--- src/rtl/spi_serf_if.sv ---
// SPI link and host-side handshake for spi_serf, bundled so the serf and its
// users (monarch model, board-debug glue) share one set of port names.
interface spi_serf_if #(
  parameter int DATA_W = 16
);

  logic              SS_n;
  logic              SCLK;
  logic              MOSI;
  logic              MISO;
  logic              wrt;
  logic [DATA_W-1:0] tx_data;
  logic [DATA_W-1:0] rx_data;
  logic              rdy;
  logic              frm_err;

  // The serf side: SPI pins in, MISO out, host word load in, status out.
  modport slave (
    input  SS_n,
    input  SCLK,
    input  MOSI,
    output MISO,
    input  wrt,
    input  tx_data,
    output rx_data,
    output rdy,
    output frm_err
  );

  // The monarch/host side drives everything the serf samples.
  modport master (
    output SS_n,
    output SCLK,
    output MOSI,
    input  MISO,
    output wrt,
    output tx_data,
    input  rx_data,
    input  rdy,
    input  frm_err
  );

endinterface

--- src/rtl/spi_serf.sv ---
// SPI responder (serf) for the 16-bit sensor-link monarch. SCLK idles high,
// the monarch launches on SCLK fall and captures on SCLK rise, MSB first.
// All SPI pins are asynchronous to clk and pass through 3-flop synchronizers;
// only SCLK rises and SS_n edges cause action, SCLK falls are ignored.
module spi_serf #(
  parameter int DATA_W = 16
) (
  input  logic       clk,
  input  logic       rst_n,
  spi_serf_if.slave  bus
);

  localparam int CNT_W = $clog2(DATA_W) + 1;
  localparam logic [CNT_W-1:0] FULL_CNT = CNT_W'(DATA_W);

  typedef enum logic {
    IDLE  = 1'b0,
    SHIFT = 1'b1
  } state_t;

  state_t            state;
  state_t            state_nxt;

  logic              ss_ff1, ss_ff2, ss_ff3;
  logic              sclk_ff1, sclk_ff2, sclk_ff3;
  logic              mosi_ff1, mosi_ff2, mosi_ff3;

  logic              sclk_rise;
  logic              ss_fall;
  logic              ss_rise;

  logic [DATA_W-1:0] shft_reg;
  logic [CNT_W-1:0]  bit_cnt;
  logic [CNT_W-1:0]  cnt_upd;
  logic              shift_en;
  logic              over_len;
  logic              frame_ok;
  logic              rdy_q;
  logic              frm_err_q;

  // Synchronize the asynchronous SPI pins; the third stage feeds edge detection.
  always_ff @(posedge clk or negedge rst_n) begin
    if (!rst_n) begin
      ss_ff1   <= 1'b1;
      ss_ff2   <= 1'b1;
      ss_ff3   <= 1'b1;
      sclk_ff1 <= 1'b1;
      sclk_ff2 <= 1'b1;
      sclk_ff3 <= 1'b1;
      mosi_ff1 <= 1'b0;
      mosi_ff2 <= 1'b0;
      mosi_ff3 <= 1'b0;
    end else begin
      ss_ff1   <= bus.SS_n;
      ss_ff2   <= ss_ff1;
      ss_ff3   <= ss_ff2;
      sclk_ff1 <= bus.SCLK;
      sclk_ff2 <= sclk_ff1;
      sclk_ff3 <= sclk_ff2;
      mosi_ff1 <= bus.MOSI;
      mosi_ff2 <= mosi_ff1;
      mosi_ff3 <= mosi_ff2;
    end
  end

  assign sclk_rise = sclk_ff2 & ~sclk_ff3;
  assign ss_fall   = ~ss_ff2 & ss_ff3;
  assign ss_rise   = ss_ff2 & ~ss_ff3;

  // FSM state register.
  always_ff @(posedge clk or negedge rst_n) begin
    if (!rst_n) begin
      state <= IDLE;
    end else begin
      state <= state_nxt;
    end
  end

  // Next state plus the shift/end-of-frame decisions; a rise coinciding with
  // SS_n going high shifts first, so the frame check looks at the updated count.
  always_comb begin
    state_nxt = state;
    shift_en  = 1'b0;
    over_len  = 1'b0;
    cnt_upd   = bit_cnt;
    frame_ok  = 1'b0;
    case (state)
      IDLE: begin
        if (ss_fall) begin
          state_nxt = SHIFT;
        end
      end
      SHIFT: begin
        shift_en = sclk_rise && (bit_cnt < FULL_CNT);
        over_len = sclk_rise && (bit_cnt == FULL_CNT);
        if (shift_en) begin
          cnt_upd = bit_cnt + CNT_W'(1);
        end
        if (ss_rise) begin
          state_nxt = IDLE;
          frame_ok  = (cnt_upd == FULL_CNT) && !frm_err_q && !over_len;
        end
      end
      default: begin
        state_nxt = IDLE;
      end
    endcase
  end

  // Shift register, bit counter and frame status; host loads only land in IDLE.
  always_ff @(posedge clk or negedge rst_n) begin
    if (!rst_n) begin
      shft_reg  <= '0;
      bit_cnt   <= '0;
      rdy_q     <= 1'b0;
      frm_err_q <= 1'b0;
    end else begin
      bit_cnt <= cnt_upd;
      if (state == IDLE) begin
        if (bus.wrt) begin
          shft_reg <= bus.tx_data;
          rdy_q    <= 1'b0;
        end
        if (ss_fall) begin
          bit_cnt   <= '0;
          rdy_q     <= 1'b0;
          frm_err_q <= 1'b0;
        end
      end else begin
        if (shift_en) begin
          shft_reg <= {shft_reg[DATA_W-2:0], mosi_ff3};
        end
        if (over_len) begin
          frm_err_q <= 1'b1;
        end
        if (ss_rise) begin
          if (frame_ok) begin
            rdy_q <= 1'b1;
          end else begin
            frm_err_q <= 1'b1;
          end
        end
      end
    end
  end

  assign bus.MISO    = ss_ff2 ? 1'b1 : shft_reg[DATA_W-1];
  assign bus.rx_data = shft_reg;
  assign bus.rdy     = rdy_q;
  assign bus.frm_err = frm_err_q;

endmodule

--- src/flat_wrapper.sv ---
// flat-port wrapper written by rule: the top's interface ports become plain ports
module spi_serf_flat 
#(
  parameter int DATA_W = 16
)
  (clk, rst_n, bus_SS_n, bus_SCLK, bus_MOSI, bus_MISO, bus_wrt, bus_tx_data, bus_rx_data, bus_rdy, bus_frm_err);
  spi_serf_if #(.DATA_W(DATA_W)) bus_i ();
  input  logic clk;
  input  logic rst_n;
  input wire logic [$bits(bus_i.SS_n)-1:0] bus_SS_n;
  input wire logic [$bits(bus_i.SCLK)-1:0] bus_SCLK;
  input wire logic [$bits(bus_i.MOSI)-1:0] bus_MOSI;
  output wire logic [$bits(bus_i.MISO)-1:0] bus_MISO;
  input wire logic [$bits(bus_i.wrt)-1:0] bus_wrt;
  input wire logic [$bits(bus_i.tx_data)-1:0] bus_tx_data;
  output wire logic [$bits(bus_i.rx_data)-1:0] bus_rx_data;
  output wire logic [$bits(bus_i.rdy)-1:0] bus_rdy;
  output wire logic [$bits(bus_i.frm_err)-1:0] bus_frm_err;
  assign bus_i.SS_n = bus_SS_n;
  assign bus_i.SCLK = bus_SCLK;
  assign bus_i.MOSI = bus_MOSI;
  assign bus_MISO = bus_i.MISO;
  assign bus_i.wrt = bus_wrt;
  assign bus_i.tx_data = bus_tx_data;
  assign bus_rx_data = bus_i.rx_data;
  assign bus_rdy = bus_i.rdy;
  assign bus_frm_err = bus_i.frm_err;
  spi_serf #(.DATA_W(DATA_W)) u_core (.clk(clk), .rst_n(rst_n), .bus(bus_i));
endmodule
--- config.mk ---
export PLATFORM = sky130hd
export DESIGN_NAME = spi_serf_flat
export DESIGN_NICKNAME = d
export VERILOG_FILES = /design/src/rtl/spi_serf_if.sv /design/src/rtl/spi_serf.sv /design/src/flat_wrapper.sv
export SDC_FILE = /design/constraint.sdc
export NUM_CORES = 1
export LEC_CHECK = 0
export ABC_AREA = 1
export BUFFER_PORTS_ARGS = -buffer_cell sky130_fd_sc_hd__buf_2
export CORE_MARGIN = 4
export CORE_UTILIZATION = 30
export CTS_CLUSTER_SIZE = 40
export DETAILED_ROUTE_END_ITERATION = 16
export GPL_ROUTABILITY_DRIVEN = 0
export MAX_ROUTING_LAYER = met4
export PLACE_DENSITY = 0.56
export SETUP_SLACK_MARGIN = 0.02
export SYNTH_ARGS = -nofsm -noshare
export SYNTH_HDL_FRONTEND = slang
export SYNTH_SLANG_ARGS = --single-unit
--- constraint.sdc ---
create_clock -name clk -period 2.53 [get_ports clk]
set_input_delay 0 -clock clk [delete_from_list [all_inputs] [get_ports clk]]
set_output_delay 0 -clock clk [all_outputs]
set_load 0.02 [all_outputs]
==> summary.txt, run 1 <==
Power and ir drop
  – Comb pwr share: 0.316
  – Total chip power: around 1.6 mW
  – Flop pwr share: 0.449
  – Peak supply drop: around 0.00021 V
  – Psw: 0.5823 mW
  – PD cells: 783.5 nW/um^2
  – Sw Ratio: 0.3639
  – LEAKAGE: around 0.96 nW
  – Clock Power Share: 0.235
  – Power Internal: 1.018 mW

Drt
  – DR vias/cell: 4.328
  – Drt total wl: 3437 microns
  – WL per Instance: 11.38 microns
  – Drt pass-1 iters: 5
  – Antenna viol nets, final: 0
  – DR iter-0 viols: 112
  – Via count: 1307
  – # DRC: 0

Floorplan
  – Die Width: 79.04 microns
  – I/O pin total: 41
  – Die H: 79.04 microns
  – Row cnt: 25
  – Starting Density: 0.3143
  – CORE AREA: 4817 sq um
  – Die area: 6247 sq um

Setup path
  – CP Launch Type: flip-flop
  – CP max-delay cell: o21ai_4
  – Crit path arrival time: 1.88 ns
  – FF-to-FF path depth: 4
  – Worst setup EP type: flip-flop
  – Crit path cell chain: nand3_2, o21ai_4, nor2_1, a31oi_1
  – Flop2flop setup slack: 0.85 ns
  – Crit Path Class: flip-flop to flip-flop
  – Reg-to-Reg Start: u_core.sclk_ff2$_DFF_PN1_
  – Critical path capture point: u_core.bus.rx_data[4]$_DFFE_PN0P_
  – Crit path required time: 2.73 ns
  – Worst r2r dst: u_core.bus.rx_data[4]$_DFFE_PN0P_
  – Crit-path max FO: 32
  – Critical Path Max Stage Delay: 0.63 ns
  – CP Launch Point: u_core.sclk_ff2$_DFF_PN1_

Finish
  – Commonest non-fill, non-tap cell in the layout: nand2_1
  – Layout cell share with drive strength beyond 1: 0.2681
  – Fin area: 2042 sq um
  – # diodes: 0
  – Commonest non-fill, non-tap cells in the layout: nand2_1, buf_2, dfrtp_1
  – Synth-to-Final Area Change: 34.88%
  – Final nets: 258
  – Util after Layout: 0.4239

Place
  – DP Area: 1759 sq um
  – Setup WS pre-CTS: 0.8366 ns
  – Post-DP HPWL: 2285 microns
  – PortBufs: 40

Global routing
  – GR Util met1: 0.1525
  – Met3 Use GR: 0.02834
  – Global-route wire length before repair: 5706 microns
  – Initial antenna violation count: 0
  – Largest net degree at the start of global routing: 34
  – Vias in the first global route: 1249
  – Overflow after GRT: 0
  – GRT Overall Usage: 0.1205
  – Most crowded layer after global routing: met2
  – GR Util met2: 0.1759

Clock network
  – Post-CTS Setup Bufs: 0
  – Clk sinks: 33
  – CTS resizes: 0
  – CTS Buf Count: 5
  – Clock Root Buffer: clkbuf_8
  – H-tree levels: 2
  – Clock buffer depth: 2
  – CTS clk-pin slew, worst paths: roughly 0.06 ns
  – CTS tree: built
  – Worst skew pair latency: 0.29 ns
  – CTS Hold Bufs: 20

Run status
  – Status: complete, no violations

Timing
  – Final Max Tran Viols: 0
  – Post-Route Skew: 0.01091 ns
  – Worst-margin pin slew: between 0.7 and 0.8 ns
  – Post-route setup slack: 0.8510 ns
  – Final setup TNS: 0 ns
  – Setup-failing EPs final: 0
  – Fin crit share: 0.6636
  – Fmax: 0.5956 GHz
  – Max-slew headroom: 0.4918
  – Crit path time final: 1.679 ns
  – RSZ-0062 raised after global routing: false
  – Final hold viol count: 0

Synthesis
  – Cell area after synthesis: between 1500 and 2000 sq um
  – Post-Synth XOR/XNOR Area: 0
  – Compound-cell area share of the yosys netlist: 0.1264
  – Post-synth cell types: 24
  – YS warnings: 0
  – Post-Syn Instances: roughly 170
  – Seq/Total Area, Yosys: 0.5504
  – Post-synthesis mux area share: 0
  – Synth Register Bits: 33
  – Post-Synth Simple-Gate Area: 0.2430
  – Syn Nets: ~200
  – Syn Area/Cell: between 8 and 9 sq um
  – Synth Area in Adders: 0.01653
  – Largest family of logic cells by synthesized area: simple AND/OR/NAND/NOR gates

Worst hold path
  – Hold WC Path Type: input pin to flip-flop

Job
  – MaxCap Viol Count: 0
## cell type report
class	count	area (sq um)
fill	494	2775
sequential	33	833.3
multi-input combinational	120	584.3
timing repair buffer	61	407.9
tap	67	83.83
clock buffer	6	72.57
inverter	13	50.05
clock inverter	2	10.01
## flip-flops by register name (all words and copies together) (netlist names)
signal / flops
u_core.ss_ff3: 1
u_core.mosi_ff2: 1
u_core.bit_cnt: 5
u_core.sclk_ff2: 1
u_core.ss_ff1: 1
u_core.mosi_ff3: 1
u_core.ss_ff2: 1
u_core.mosi_ff1: 1
u_core.bus.frm_err: 1
u_core.state: 1
u_core.bus.rx_data: 16
u_core.sclk_ff1: 1
u_core.bus.rdy: 1
u_core.sclk_ff3: 1
## power by group through the flow
stage          combinational [mW]  sequential (mW)  clock, mW
2_1_floorplan               0.240            0.812          0
4_1_cts                     0.510            0.719      0.387
3_5_place_dp                0.486            0.726          0
6_report                    0.505            0.719      0.376
5_1_grt                     0.564            0.734      0.403
3_3_place_gp                0.482            0.729          0
## worst min path at each step
stage / start / end / slack (ns) / cells past startpoint
2_1_floorplan: rst_n / u_core.bit_cnt[0]$_DFF_PN0_ / -0.30 / 0
3_3_place_gp: rst_n / u_core.bit_cnt[2]$_DFF_PN0_ / 0.11 / 1
3_5_place_dp: rst_n / u_core.bit_cnt[2]$_DFF_PN0_ / 0.10 / 1
4_1_cts: bus_wrt / u_core.bus.rdy$_DFFE_PN0P_ / 0.07 / 4
5_1_grt: bus_wrt / u_core.bus.rdy$_DFFE_PN0P_ / 0.10 / 4
6_report: bus_wrt / u_core.bus.rdy$_DFFE_PN0P_ / 0.07 / 4
## metal layers
metal | vias to the layer above | routed length, microns
li1 | 686 | -
met1 | 588 | 1689
met2 | 26 | 1563
met3 | 7 | 105
met4 | 0 | 78
met5 | - | 0
## cells in the mapped netlist (all sizes together)
cell / number / share of area
nand3b: 1 / 0.0050
ha: 2 / 0.017
o21bai: 1 / 0.0050
clkbuf: 3 / 0.0074
nor2: 24 / 0.060
dfstp: 6 / 0.10
nand3: 9 / 0.033
o21ai: 3 / 0.017
and3: 1 / 0.0050
clkinv: 1 / 0.0033
a31oi: 16 / 0.079
or2: 1 / 0.0041
nand2: 55 / 0.14
dfrtp: 27 / 0.45
buf: 4 / 0.023
o22ai: 3 / 0.012
a21oi: 4 / 0.013
inv: 12 / 0.030
## logic make-up after synthesis
logic type | Yosys count
AOI/OAI and AO/OA | 27
adders and majority gates | 2
buffers and inverters | 20
and+or+nand+nor | 91
DFF | 33
## through the flow
step / instances / hold WS [ns]
5_1_grt: 302 / 0.1008
3_5_place_dp: 274 / 0.1031
3_3_place_gp: 274 / 0.1073
2_1_floorplan: 173 / -0.2956
4_1_cts: 302 / 0.07292
6_report: 302 / 0.07353
## worst max-delay path: cells and delay by family (launching register included)
kind	cells	cell delay [ns]
compound gates	2	0.81
flops	1	0.56
simple gates	2	0.22
No activity file was read; power rests on OpenSTA's default activity.
==> run 2, diff against run 1 <==
--- a/config.mk
+++ b/config.mk
@@ -13,7 +13,7 @@
 export DETAILED_ROUTE_END_ITERATION = 16
 export GPL_ROUTABILITY_DRIVEN = 0
 export MAX_ROUTING_LAYER = met4
-export PLACE_DENSITY = 0.56
+export PLACE_DENSITY = 0.57
 export SETUP_SLACK_MARGIN = 0.02
 export SYNTH_ARGS = -nofsm -noshare
 export SYNTH_HDL_FRONTEND = slang
==> constraint.sdc (replaced) <==
create_clock -name clk -period 1.4 [get_ports clk]
set_input_delay 0 -clock clk [delete_from_list [all_inputs] [get_ports clk]]
set_output_delay 0 -clock clk [all_outputs]
set_load 0.02 [all_outputs]
==> run 2 against run 1 <==
  * Sequential share of layout area down 2.7 points
  * Global-route usage is 1.2 points higher
  * Wire length up 3.3%
  * Fmax up 22%
  * Final cell count rose by 3.0%
  * Die area unchanged
  * Setup slack got worse by 0.83 ns
  * Clock skew shrank 0.0067 ns
  * Sequential cell count did not move
==> summary.txt, run 2 (same netlist as run 1, synthesis figures left out) <==
Run status
  – Status: complete, no violations

Drt
  – DR iter-0 viols: 52 (-54%)
  – DR vias/cell: 4.302 (-0.59%)
  – WL per Instance: 11.41 microns (+0.30%)
  – Drt pass-1 iters: 4 (-1)
  – Antenna viol nets, final: 0 (unchanged)
  – Via count: 1338 (+2.4%)
  – # DRC: 0 (unchanged)
  – Drt total wl: 3550 microns (+3.3%)

Clock network
  – Worst skew pair latency: 0.28 ns (about the same)
  – Clock Root Buffer: clkbuf_8
  – CTS clk-pin slew, worst paths: 0.07 ns (about the same)
  – H-tree levels: 2 (unchanged)
  – Clock buffer depth: 2 (unchanged)
  – Clk sinks: 33 (unchanged)
  – CTS Buf Count: 5 (unchanged)
  – CTS tree: built

Power and ir drop
  – Comb pwr share: 0.315 (about the same)
  – Psw: 1.075 mW (+85%)
  – Flop pwr share: 0.401 (-0.048)
  – PD cells: 1471 nW/um^2 (+88%)
  – Sw Ratio: 0.3342 (-0.02972)
  – LEAKAGE: 1.029 nW (+6.8%)
  – Power Internal: 2.142 mW (+110%)
  – Clock Power Share: 0.284 (+0.049)
  – Total chip power: 3.217 mW (+100%)
  – Peak supply drop: 0.0007956 V (+270%)

Floorplan
  – Row cnt: 25 (unchanged)
  – Starting Density: 0.3143 (unchanged)
  – Die H: 79.04 microns (unchanged)
  – Die area: 6247 sq um (unchanged)
  – I/O pin total: 41 (unchanged)
  – Die Width: 79.04 microns (unchanged)
  – CORE AREA: 4817 sq um (unchanged)

Setup path
  – Worst r2r dst: u_core.bus.rx_data[1]$_DFFE_PN0P_
  – Flop2flop setup slack: 0.02 ns (-0.83 ns)
  – Crit Path Class: flip-flop to flip-flop
  – Worst setup EP type: flip-flop
  – Crit path cell chain: nand3_2, o21ai_4, buf_12, nor2_1, a31oi_1
  – CP max-delay cell: dfstp_2
  – FF-to-FF path depth: 5 (+1)
  – Reg-to-Reg Start: u_core.sclk_ff2$_DFF_PN1_
  – Crit path required time: 1.60 ns (-1.13 ns)
  – Crit path arrival time: 1.58 ns (-0.30 ns)
  – Crit-path max FO: 32 (unchanged)
  – Critical Path Max Stage Delay: 0.56 ns (-0.07 ns)
  – CP Launch Type: flip-flop

Finish
  – # diodes: 0 (unchanged)
  – Commonest non-fill, non-tap cells in the layout: nand2_1, buf_2, dfrtp_1
  – Layout cell share with drive strength beyond 1: 0.3238 (+0.05569)
  – Fin area: 2187 sq um (+7.1%)
  – Util after Layout: 0.4540 (+0.03013)
  – Commonest non-fill, non-tap cell in the layout: nand2_1
  – FILL cells: 513 (+3.8%)
  – Max reg flops: 16 (unchanged)
  – Final nets: 267 (+3.5%)
  – Synth-to-Final Area Change: 44.46%
  – Final Non-Filler Cells: 311 (+3.0%)

Timing
  – Final hold viol count: 0 (unchanged)
  – Fmax: 0.7247 GHz (+22%)
  – Setup-failing EPs final: 0 (unchanged)
  – Worst-margin pin slew: 0.4353 ns (-0.3242 ns)
  – Post-Route Skew: 0.004170 ns (-0.006744 ns)
  – Crit path time final: 1.380 ns (-0.2991 ns)
  – Final setup TNS: 0 ns (unchanged)
  – Final hold slack: 0.08133 ns (+0.007803 ns)
  – Post-route setup slack: 0.02015 ns (-0.8309 ns)
  – Max-slew headroom: 0.7098 (+0.2180)
  – RSZ-0062 raised after global routing: true
  – Fin crit share: 0.9856 (+0.3220)
  – Final Max Tran Viols: 0 (unchanged)

Worst hold path
  – Hold WC Path Type: input pin to flip-flop
  – Beginning of the worst hold path: bus_wrt
  – Hold EP: u_core.bus.rdy$_DFFE_PN0P_
  – Hold path depth: 4 (unchanged)

Global routing
  – Vias in the first global route: 1384 (+11%)
  – Largest net degree at the start of global routing: 33 (-2.9%)
  – Global-route wire length before repair: 6299 microns (+10%)
  – GRT Overall Usage: 0.1321 (+0.01163)
  – Initial antenna violation count: 0 (unchanged)
  – Overflow after GRT: 0 (unchanged)

Place
  – PortBufs: 40 (unchanged)
  – DP Area: 1829 sq um (+4.0%)
  – Post-DP HPWL: 2513 microns (+10%)
  – Setup WS pre-CTS: -0.01807 ns (-0.8547 ns)
  – Cells after DPL: 280 (+2.2%)

Job
  – MaxCap Viol Count: 0 (unchanged)
==> run 2: routing by layer <==
metal,up-vias,track usage,part of all wire
met5,-,-,0
met4,0,0.04639,0.016
met3,7,0.03515,0.058
met2,32,0.1919,0.45
met1,594,0.1784,0.48
li1,705,-,-
==> run 2: layout make-up <==
type | instances | area [sq um] | share of cell area
clock buffers | 7 | 86.33 | 0.03947
clock inverters | 1 | 30.03 | 0.01373
inverters | 13 | 50.05 | 0.02288
multi-input cells | 120 | 603.1 | 0.2757
flip-flops and latches | 33 | 833.3 | 0.3810
well taps | 67 | 83.83 | 0.03833
repair buffers | 70 | 500.5 | 0.2288
==> run 2: worst max-delay path: cells and delay by family, from the launching register on <==
| family | cells | cell delay (ns) |
|---|---|---|
| AND/OR/NAND/NOR | 2 | 0.20 |
| flip-flops | 1 | 0.56 |
| buffers and inverters | 1 | 0.19 |
| AO/OA/AOI/OAI | 2 | 0.34 |
==> run 2: power by group through the flow <==
stage	combinational, mW	sequential [mW]	clock [mW]
6_report	1.01	1.29	0.914
5_1_grt	1.13	1.32	0.999
3_5_place_dp	0.939	1.31	0
2_1_floorplan	0.434	1.47	0
4_1_cts	0.988	1.29	0.949
3_3_place_gp	0.925	1.31	0
==> run 2: repair_timing <==
| item | 4_1_cts | 5_1_grt |
|---|---|---|
| pin swaps | 0 | 3 |
| setup endpoints to repair | 3 | 18 |
| endpoints found under the hold margin | 51 | 0 |
| gates resized for setup | 3 | 4 |
| setup buffers | 0 | 3 |
| hold buffers | 20 | 0 |
==> run 2: how the worst max path moves through the flow <==
stage                                     start                           endpoint  depth (start not counted)
global route        u_core.bit_cnt[0]$_DFF_PN0_     u_core.bus.frm_err$_DFFE_PN0P_                         10
floorplan           u_core.bit_cnt[0]$_DFF_PN0_     u_core.bus.frm_err$_DFFE_PN0P_                         10
global placement      u_core.sclk_ff2$_DFF_PN1_     u_core.bus.frm_err$_DFFE_PN0P_                          9
detailed placement    u_core.sclk_ff2$_DFF_PN1_     u_core.bus.frm_err$_DFFE_PN0P_                          9
CTS                   u_core.sclk_ff2$_DFF_PN1_  u_core.bus.rx_data[4]$_DFFE_PN0P_                          5
finish                u_core.sclk_ff2$_DFF_PN1_  u_core.bus.rx_data[1]$_DFFE_PN0P_                          5
